===== src/rtl/counter_pkg.sv =====
// Shared definitions for the down-counter timer: default width, FSM state
// encoding and the PRESCALE range check used by the prescaler.
package counter_pkg;

  localparam int DEFAULT_WIDTH = 4;

  typedef enum logic [1:0] {
    IDLE  = 2'd0,
    RUN   = 2'd1,
    PAUSE = 2'd2,
    DONE  = 2'd3
  } state_t;

  function automatic bit prescale_ok(input int p);
    return p >= 1;
  endfunction

  // An out-of-range divider falls back to one tick per clock.
  function automatic int prescale_clamp(input int p);
    return prescale_ok(p) ? p : 1;
  endfunction

endpackage


===== src/rtl/down_counter_timer_if.sv =====
// Control/status bundle between a controller (master) and the down-counter
// timer (slave).
interface down_counter_timer_if
  import counter_pkg::*;
#(
  parameter int WIDTH = DEFAULT_WIDTH
);

  logic             start;
  logic [WIDTH-1:0] load_val;
  logic             pause;
  logic             abort;
  logic [WIDTH-1:0] o;
  logic             busy;
  logic             done;

  modport master (
    output start, load_val, pause, abort,
    input  o, busy, done
  );

  modport slave (
    input  start, load_val, pause, abort,
    output o, busy, done
  );

endinterface


===== src/rtl/dcnt_prescaler.sv =====
// Clock divider for the down-counter timer: emits a tick every PRESCALE
// un-held clocks, updating on the falling clock edge.
module dcnt_prescaler
  import counter_pkg::*;
#(
  parameter int PRESCALE = 1
) (
  input  logic clk,
  input  logic reset,
  input  logic clear,
  input  logic hold,
  output logic tick
);

  localparam int PS = prescale_clamp(PRESCALE);
  localparam int PW = (PS > 1) ? $clog2(PS) : 1;
  localparam logic [PW-1:0] LAST = PW'(PS - 1);

  logic [PW-1:0] cnt;

  // With PS=1 the register is stuck at 0 == LAST, so tick is simply !hold.
  assign tick = !hold && (cnt == LAST);

  always_ff @(negedge clk) begin
    if (reset || clear) begin
      cnt <= '0;
    end else if (!hold) begin
      cnt <= (cnt == LAST) ? '0 : cnt + 1'b1;
    end
  end

endmodule


===== src/rtl/down_counter_timer.sv =====
// Loadable down-counter timer: counts load_val to zero and pulses done.
// Define DCNT_AUTORELOAD_EN to reload from load_val after each expiry.
module down_counter_timer
  import counter_pkg::*;
#(
  parameter int WIDTH    = DEFAULT_WIDTH,
  parameter int PRESCALE = 1
) (
  input logic                 clk,
  input logic                 reset,
  down_counter_timer_if.slave bus
);

  state_t           state;
  logic [WIDTH-1:0] count;
  logic             busy_r;
  logic             done_r;
  logic             tick;
  logic             pre_clear;

  // Prescaler restarts from zero whenever a new countdown can begin.
  assign pre_clear = bus.abort || (state == IDLE) || (state == DONE);

  dcnt_prescaler #(
    .PRESCALE(PRESCALE)
  ) u_prescaler (
    .clk  (clk),
    .reset(reset),
    .clear(pre_clear),
    .hold (bus.pause),
    .tick (tick)
  );

  assign bus.o    = count;
  assign bus.busy = busy_r;
  assign bus.done = done_r;

  always_ff @(negedge clk) begin
    if (reset) begin
      state  <= IDLE;
      count  <= '0;
      busy_r <= 1'b0;
      done_r <= 1'b0;
    end else if (bus.abort && (state != IDLE)) begin
      state  <= IDLE;
      count  <= '0;
      busy_r <= 1'b0;
      done_r <= 1'b0;
    end else begin
      case (state)
        IDLE: begin
          if (bus.start) begin
            busy_r <= 1'b1;
            if (bus.load_val == '0) begin
              state  <= DONE;
              count  <= '0;
              done_r <= 1'b1;
            end else begin
              state <= RUN;
              count <= bus.load_val;
            end
          end
        end
        // Leaving PAUSE shares the RUN path so a due tick is not lost.
        RUN, PAUSE: begin
          if (bus.pause) begin
            state <= PAUSE;
          end else begin
            state <= RUN;
            if (tick) begin
              if (count == WIDTH'(1)) begin
                count  <= '0;
                done_r <= 1'b1;
                state  <= DONE;
              end else begin
                count <= count - 1'b1;
              end
            end
          end
        end
        DONE: begin
          done_r <= 1'b0;
`ifdef DCNT_AUTORELOAD_EN
          if (bus.load_val != '0) begin
            state <= RUN;
            count <= bus.load_val;
          end else begin
            state  <= IDLE;
            count  <= '0;
            busy_r <= 1'b0;
          end
`else
          state  <= IDLE;
          busy_r <= 1'b0;
`endif
        end
        default: begin
          state <= IDLE;
        end
      endcase
    end
  end

endmodule


===== src/flat_wrapper.sv =====
// flat-port wrapper written by rule: the top's interface ports become plain ports
module down_counter_timer_flat import counter_pkg::*;
#(
  parameter int WIDTH    = DEFAULT_WIDTH,
  parameter int PRESCALE = 1
)
  (clk, reset, bus_start, bus_load_val, bus_pause, bus_abort, bus_o, bus_busy, bus_done);
  down_counter_timer_if #(.WIDTH(WIDTH)) bus_i ();
  input logic clk;
  input logic reset;
  input wire logic [$bits(bus_i.start)-1:0] bus_start;
  input wire logic [$bits(bus_i.load_val)-1:0] bus_load_val;
  input wire logic [$bits(bus_i.pause)-1:0] bus_pause;
  input wire logic [$bits(bus_i.abort)-1:0] bus_abort;
  output wire logic [$bits(bus_i.o)-1:0] bus_o;
  output wire logic [$bits(bus_i.busy)-1:0] bus_busy;
  output wire logic [$bits(bus_i.done)-1:0] bus_done;
  assign bus_i.start = bus_start;
  assign bus_i.load_val = bus_load_val;
  assign bus_i.pause = bus_pause;
  assign bus_i.abort = bus_abort;
  assign bus_o = bus_i.o;
  assign bus_busy = bus_i.busy;
  assign bus_done = bus_i.done;
  down_counter_timer #(.WIDTH(WIDTH), .PRESCALE(PRESCALE)) u_core (.clk(clk), .reset(reset), .bus(bus_i));
endmodule

===== config.mk =====
export PLATFORM = sky130hd
export DESIGN_NAME = down_counter_timer_flat
export DESIGN_NICKNAME = d
export VERILOG_FILES = /design/src/rtl/counter_pkg.sv /design/src/rtl/down_counter_timer_if.sv /design/src/rtl/dcnt_prescaler.sv /design/src/rtl/down_counter_timer.sv /design/src/flat_wrapper.sv
export SDC_FILE = /design/constraint.sdc
export NUM_CORES = 1
export LEC_CHECK = 0
export BUFFER_PORTS_ARGS = -buffer_cell sky130_fd_sc_hd__buf_2
export CELL_PAD_IN_SITES_DETAIL_PLACEMENT = 1
export CELL_PAD_IN_SITES_GLOBAL_PLACEMENT = 1
export CORE_MARGIN = 3
export CORE_UTILIZATION = 30
export DETAILED_ROUTE_END_ITERATION = 10
export PLACE_DENSITY = 0.77
export SYNTH_ARGS = -nofsm -noshare
export SYNTH_HDL_FRONTEND = slang
export SYNTH_SLANG_ARGS = --single-unit

===== constraint.sdc =====
create_clock -name clk -period 1.6 [get_ports clk]
set_input_delay 0.08 -clock clk [delete_from_list [all_inputs] [get_ports clk]]
set_output_delay 0.08 -clock clk [all_outputs]
set_load 0.01 [all_outputs]

After elaboration in Yosys (flattened, before gate mapping)
Index checks and enable logic that the tools add are counted.

Register bits: 9. Bits of input ports: 9. Output and inout bits: 6. Logic and storage cells: 54.

Add/subtract/negate cells: 2. Eq/ne operators: 9. Muxes and demuxes: 21. Bitwise operators: 1. Reductions and logical operators: 16.

Operators by type and width (count): 4-bit two-way mux (5); 2-bit two-way mux (5); 4-bit one-hot mux with 2 select lines (1); 1-bit two-way mux (7); 2-bit inequality test (second input constant) (3); 2-bit one-hot mux with 3 select lines (1); 2-bit nonzero test (3); 5-bit AND reduction (1); 2-bit equality test (second input constant) (2); 4-bit by 1-bit equality test with 1-bit output (second input constant) (1); 4-bit zero test (1); 2-bit by 1-bit inequality test with 1-bit output (second input constant) (2); 4-bit AND reduction (1); 2-bit OR reduction (2); 4-bit by 1-bit subtractor with 4-bit output (second input constant) (1); 1-bit logical OR (3); 1-bit one-hot mux with 3 select lines (1); 2-bit by 1-bit equality test with 1-bit output (second input constant) (1); 1-bit logical AND (2); 2-bit zero test (1); 1-bit one-hot mux with 2 select lines (1); 2-bit AND reduction (1); 1-bit adder (second input constant) (1); 1-bit zero test (1); 1-bit inverter (1).

Depth between registers and ports, before layout
Word-level depth: 5. Depth in mapped cells: 7. Gate-level depth less buffers: 6.

By module
A second synthesis with hierarchy kept.

Cells, all modules: 71. Area total of the unflattened synthesis: 553.0 µm².

Modules (own cells, without submodules): down_counter_timer (times used 1, cells each 70, area each 549.3 µm², seq. area each 160.2 µm²); dcnt_prescaler (times used 1, cells each 1, area each 3.8 µm², seq. area each 0.0 µm²).

==> flow_metrics.tcl <==
set metrics [dict create \
    io_pins 15 \
    setup_slack_ns -0.1241 \
    yosys_warnings 0 \
    vias 611 \
    synth_cell_types 24 \
    crit_fanout 3 \
    ir_drop_v 0.0009131 \
    cts_sinks 8 \
    antenna_found_initial 0 \
    ys_ff_latch 8 \
    htreeDepth 1 \
    swShare_pct 43.25 \
    ctsHoldBuffers 0 \
    synth_area_leaders "dfxtp_1 (30%), ha_1 (9.3%), inv_1 (9.1%)" \
    endpoint_kind "flop" \
    worstSkewPairLatency_ns 0.33 \
    syn_area_per_cell_um2 8.258 \
    grt_pass1_vias 714 \
    die_w_um 48.30 \
    multi_input_area_um2 371.6 \
    grt_start_max_net_pins 11 \
    die_area_mm2 0.002333 \
    async_flop_share_pct 0 \
    synth_ff_type "dfxtp_1" \
    seq_area_um2 175.2 \
    cts_tree "yes" \
    stdcell_count 125 \
    cts_made_buffers 3 \
    gp_congestion 0.8016 \
    fillers 192 \
    r2r_cells 6 \
    pre_cts_ws_ns -0.4750 \
    finalSetupViolCount 8 \
    wl_per_cell_um 15.18 \
    dr.pass1.iters 2 \
    hold_viol 0 \
    root_buffer "clkbuf_4" \
    synth_area_um2 536.8 \
    port_buffers 14 \
    dpl.cell_count 111 \
    drive_above_1_share_pct 47.52 \
    slew_viol_final 0 \
    p_int_mw 1.125 \
    worst_pin_slew_ns 0.3922 \
    finalClockSkew_ns 0.01256 \
    rsz0062_at_grt "yes" \
    via_per_inst 4.888 \
    yosys-top-cells-count "inv_1 (13), dfxtp_1 (8), a21oi_1 (5), nor2_1 (5)" \
    grt.busiest_layer "met2" \
    fp.coreArea_mm2 0.001594 \
    dieHeight_um 48.30 \
    r2r_slack_ns 0.06 \
    cp.required_ns 1.03 \
    yosysTopAreaCellShare_pct 29.84 \
    drt_iter0_markers 7 \
    syn2layout_area_growth_pct 66.90 \
    relSlewSlack_pct 73.51 \
    start_kind "primary input" \
    critical_path_class "in -> reg" \
    grt-ovfl-total 0 \
    hold_path.class "reg -> reg" \
    r2r-start "u_core.bus.o[1]" \
    yosysTopAreaCell "dfxtp_1" \
    syn_inst 65 \
    cp-endpoint "u_core.state[1]" \
    finalCoreUtilization_pct 56.20 \
    grtUsageMet3_pct 3.681 \
    start_util_pct 33.67 \
    row_count 14 \
    maxCapViolCount 0 \
    failed_checks "setup timing" \
    ys_seq_area_share_pct 29.84 \
    gr-usage-met1_pct 17.64 \
    worstReg2RegEnd "u_core.bus.o[3]" \
    gr-usage-met2_pct 30.05 \
    cellPowerDensity_mw_per_mm2 2213 \
    grt_use_total_pct 16.86 \
    leakagePower_nw 0.4337 \
    syn_nets 78 \
    startpoint "bus_load_val[1]" \
    fin_nets 116 \
    clk_pin_slew_worst_paths_ns 0.04 \
    drt_wl_total_um 1898 \
    clockBufferDepth 2 \
    holdWs_ns 0.5509 \
    place_area_um2 706.9 \
    combPwrFrac_pct 69.5 \
    dpl.hpwl_um 1262 \
    design_area_um2 895.9 \
    switching_power_uw 857.3 \
    clock_power_share_pct 12.4 \
    synth-edff-count 0 \
    arrival_ns 1.15 \
    drc 0 \
    synth_most_common_cell "inv_1" \
    diodes 0 \
    outcome "finished, violations left" \
    grt_pass1_wl_um 3029 \
    seq_power_share_pct 18.1 \
    antenna_left 0 \
]
==> flip-flops by register name, summed over array words and instances (netlist names) <==
name,count
u_core.state,2
u_core.bus.o,4
u_core.bus.busy,1
u_core.bus.done,1
==> area by class of cell <==
type	instances	share of cell area, %
clock buffer	3	2.514
inverter	12	5.028
multi-input combinational	43	41.48
sequential	8	19.55
timing repair buffer	27	24.72
clock inverter	8	3.352
tap	24	3.352
==> layer usage <==
| metal | vias to the layer above | share of wire, % |
|---|---|---|
| met3 | 3 | 2.8 |
| met5 | - | 0 |
| li1 | 300 | - |
| met4 | 0 | 1.5 |
| met2 | 11 | 52 |
| met1 | 297 | 44 |
==> logic make-up (layout without fill, tap and decap cells) <==
| logic type | after synthesis | after routing | synth area share (%) |
|---|---|---|---|
| buffers and inverters | 14 | 50 | 10.02 |
| muxes | 4 | 4 | 7.460 |
| DFF | 8 | 8 | 29.84 |
| and+or+nand+nor | 15 | 15 | 16.55 |
| adders and majority gates | 4 | 4 | 9.324 |
| AOI/OAI and AO/OA | 20 | 20 | 26.81 |
==> metrics by stage <==
stage	TNS [ns]	total power [mW]
finish	-0.5099	1.982
global route	-0.7560	2.155
CTS	-0.4779	1.820
detailed placement	-1.813	1.413
global placement	-1.601	1.358
floorplan	-0.5192	1.028
==> worst min path at each step <==
stage	start	endpoint	slack, ns	depth (start not counted)
after floorplan	u_core.state[0]	u_core.state[0]	0.49	2
after global placement	u_core.bus.done	u_core.bus.done	0.52	2
after detailed placement	u_core.bus.o[1]	u_core.bus.o[1]	0.53	2
after CTS	u_core.bus.o[0]	u_core.bus.o[0]	0.54	2
after global routing	u_core.bus.o[1]	u_core.bus.o[1]	0.59	2
final	u_core.bus.o[0]	u_core.bus.o[0]	0.55	2
==> power groups by stage <==
| stage | Sequential [mW] | Combinational (mW) | Clock [mW] |
|---|---|---|---|
| 2_1_floorplan | 0.362 | 0.632 | 0.0347 |
| 3_3_place_gp | 0.323 | 1.00 | 0.0347 |
| 3_5_place_dp | 0.324 | 1.05 | 0.0347 |
| 4_1_cts | 0.349 | 1.22 | 0.256 |
| 5_1_grt | 0.373 | 1.49 | 0.290 |
| 6_report | 0.359 | 1.38 | 0.246 |
==> critical path, stage by stage <==
cell and delay, ns:
buf_6 0.09, or4_4 0.53, o21ai_4 0.16, a21oi_1 0.08, a211oi_1 0.21
==> cell usage in the layout, fill, tap and decap left out, drive strengths merged <==
cell type,Yosys,layout
a211oi,4,4
a21o,2,2
a21oi,5,5
a2bb2oi,1,1
and3,1,1
buf,1,27
clkbuf,0,3
dfxtp,8,8
ha,4,4
inv,13,20
mux2i,4,4
nand2b,2,2
nor2,5,5
nor2b,3,3
nor3,1,1
nor3b,1,1
o2111a,1,1
o21ai,3,3
o22ai,2,2
o311ai,1,1
o41ai,1,1
or4,2,2
==> what timing repair did <==
action	CTS	global route
resized for setup	20	9
setup buffers	0	4
pin swaps	2	2
endpoints found under the setup margin	12	11
(Power assumes the default switching activity.)
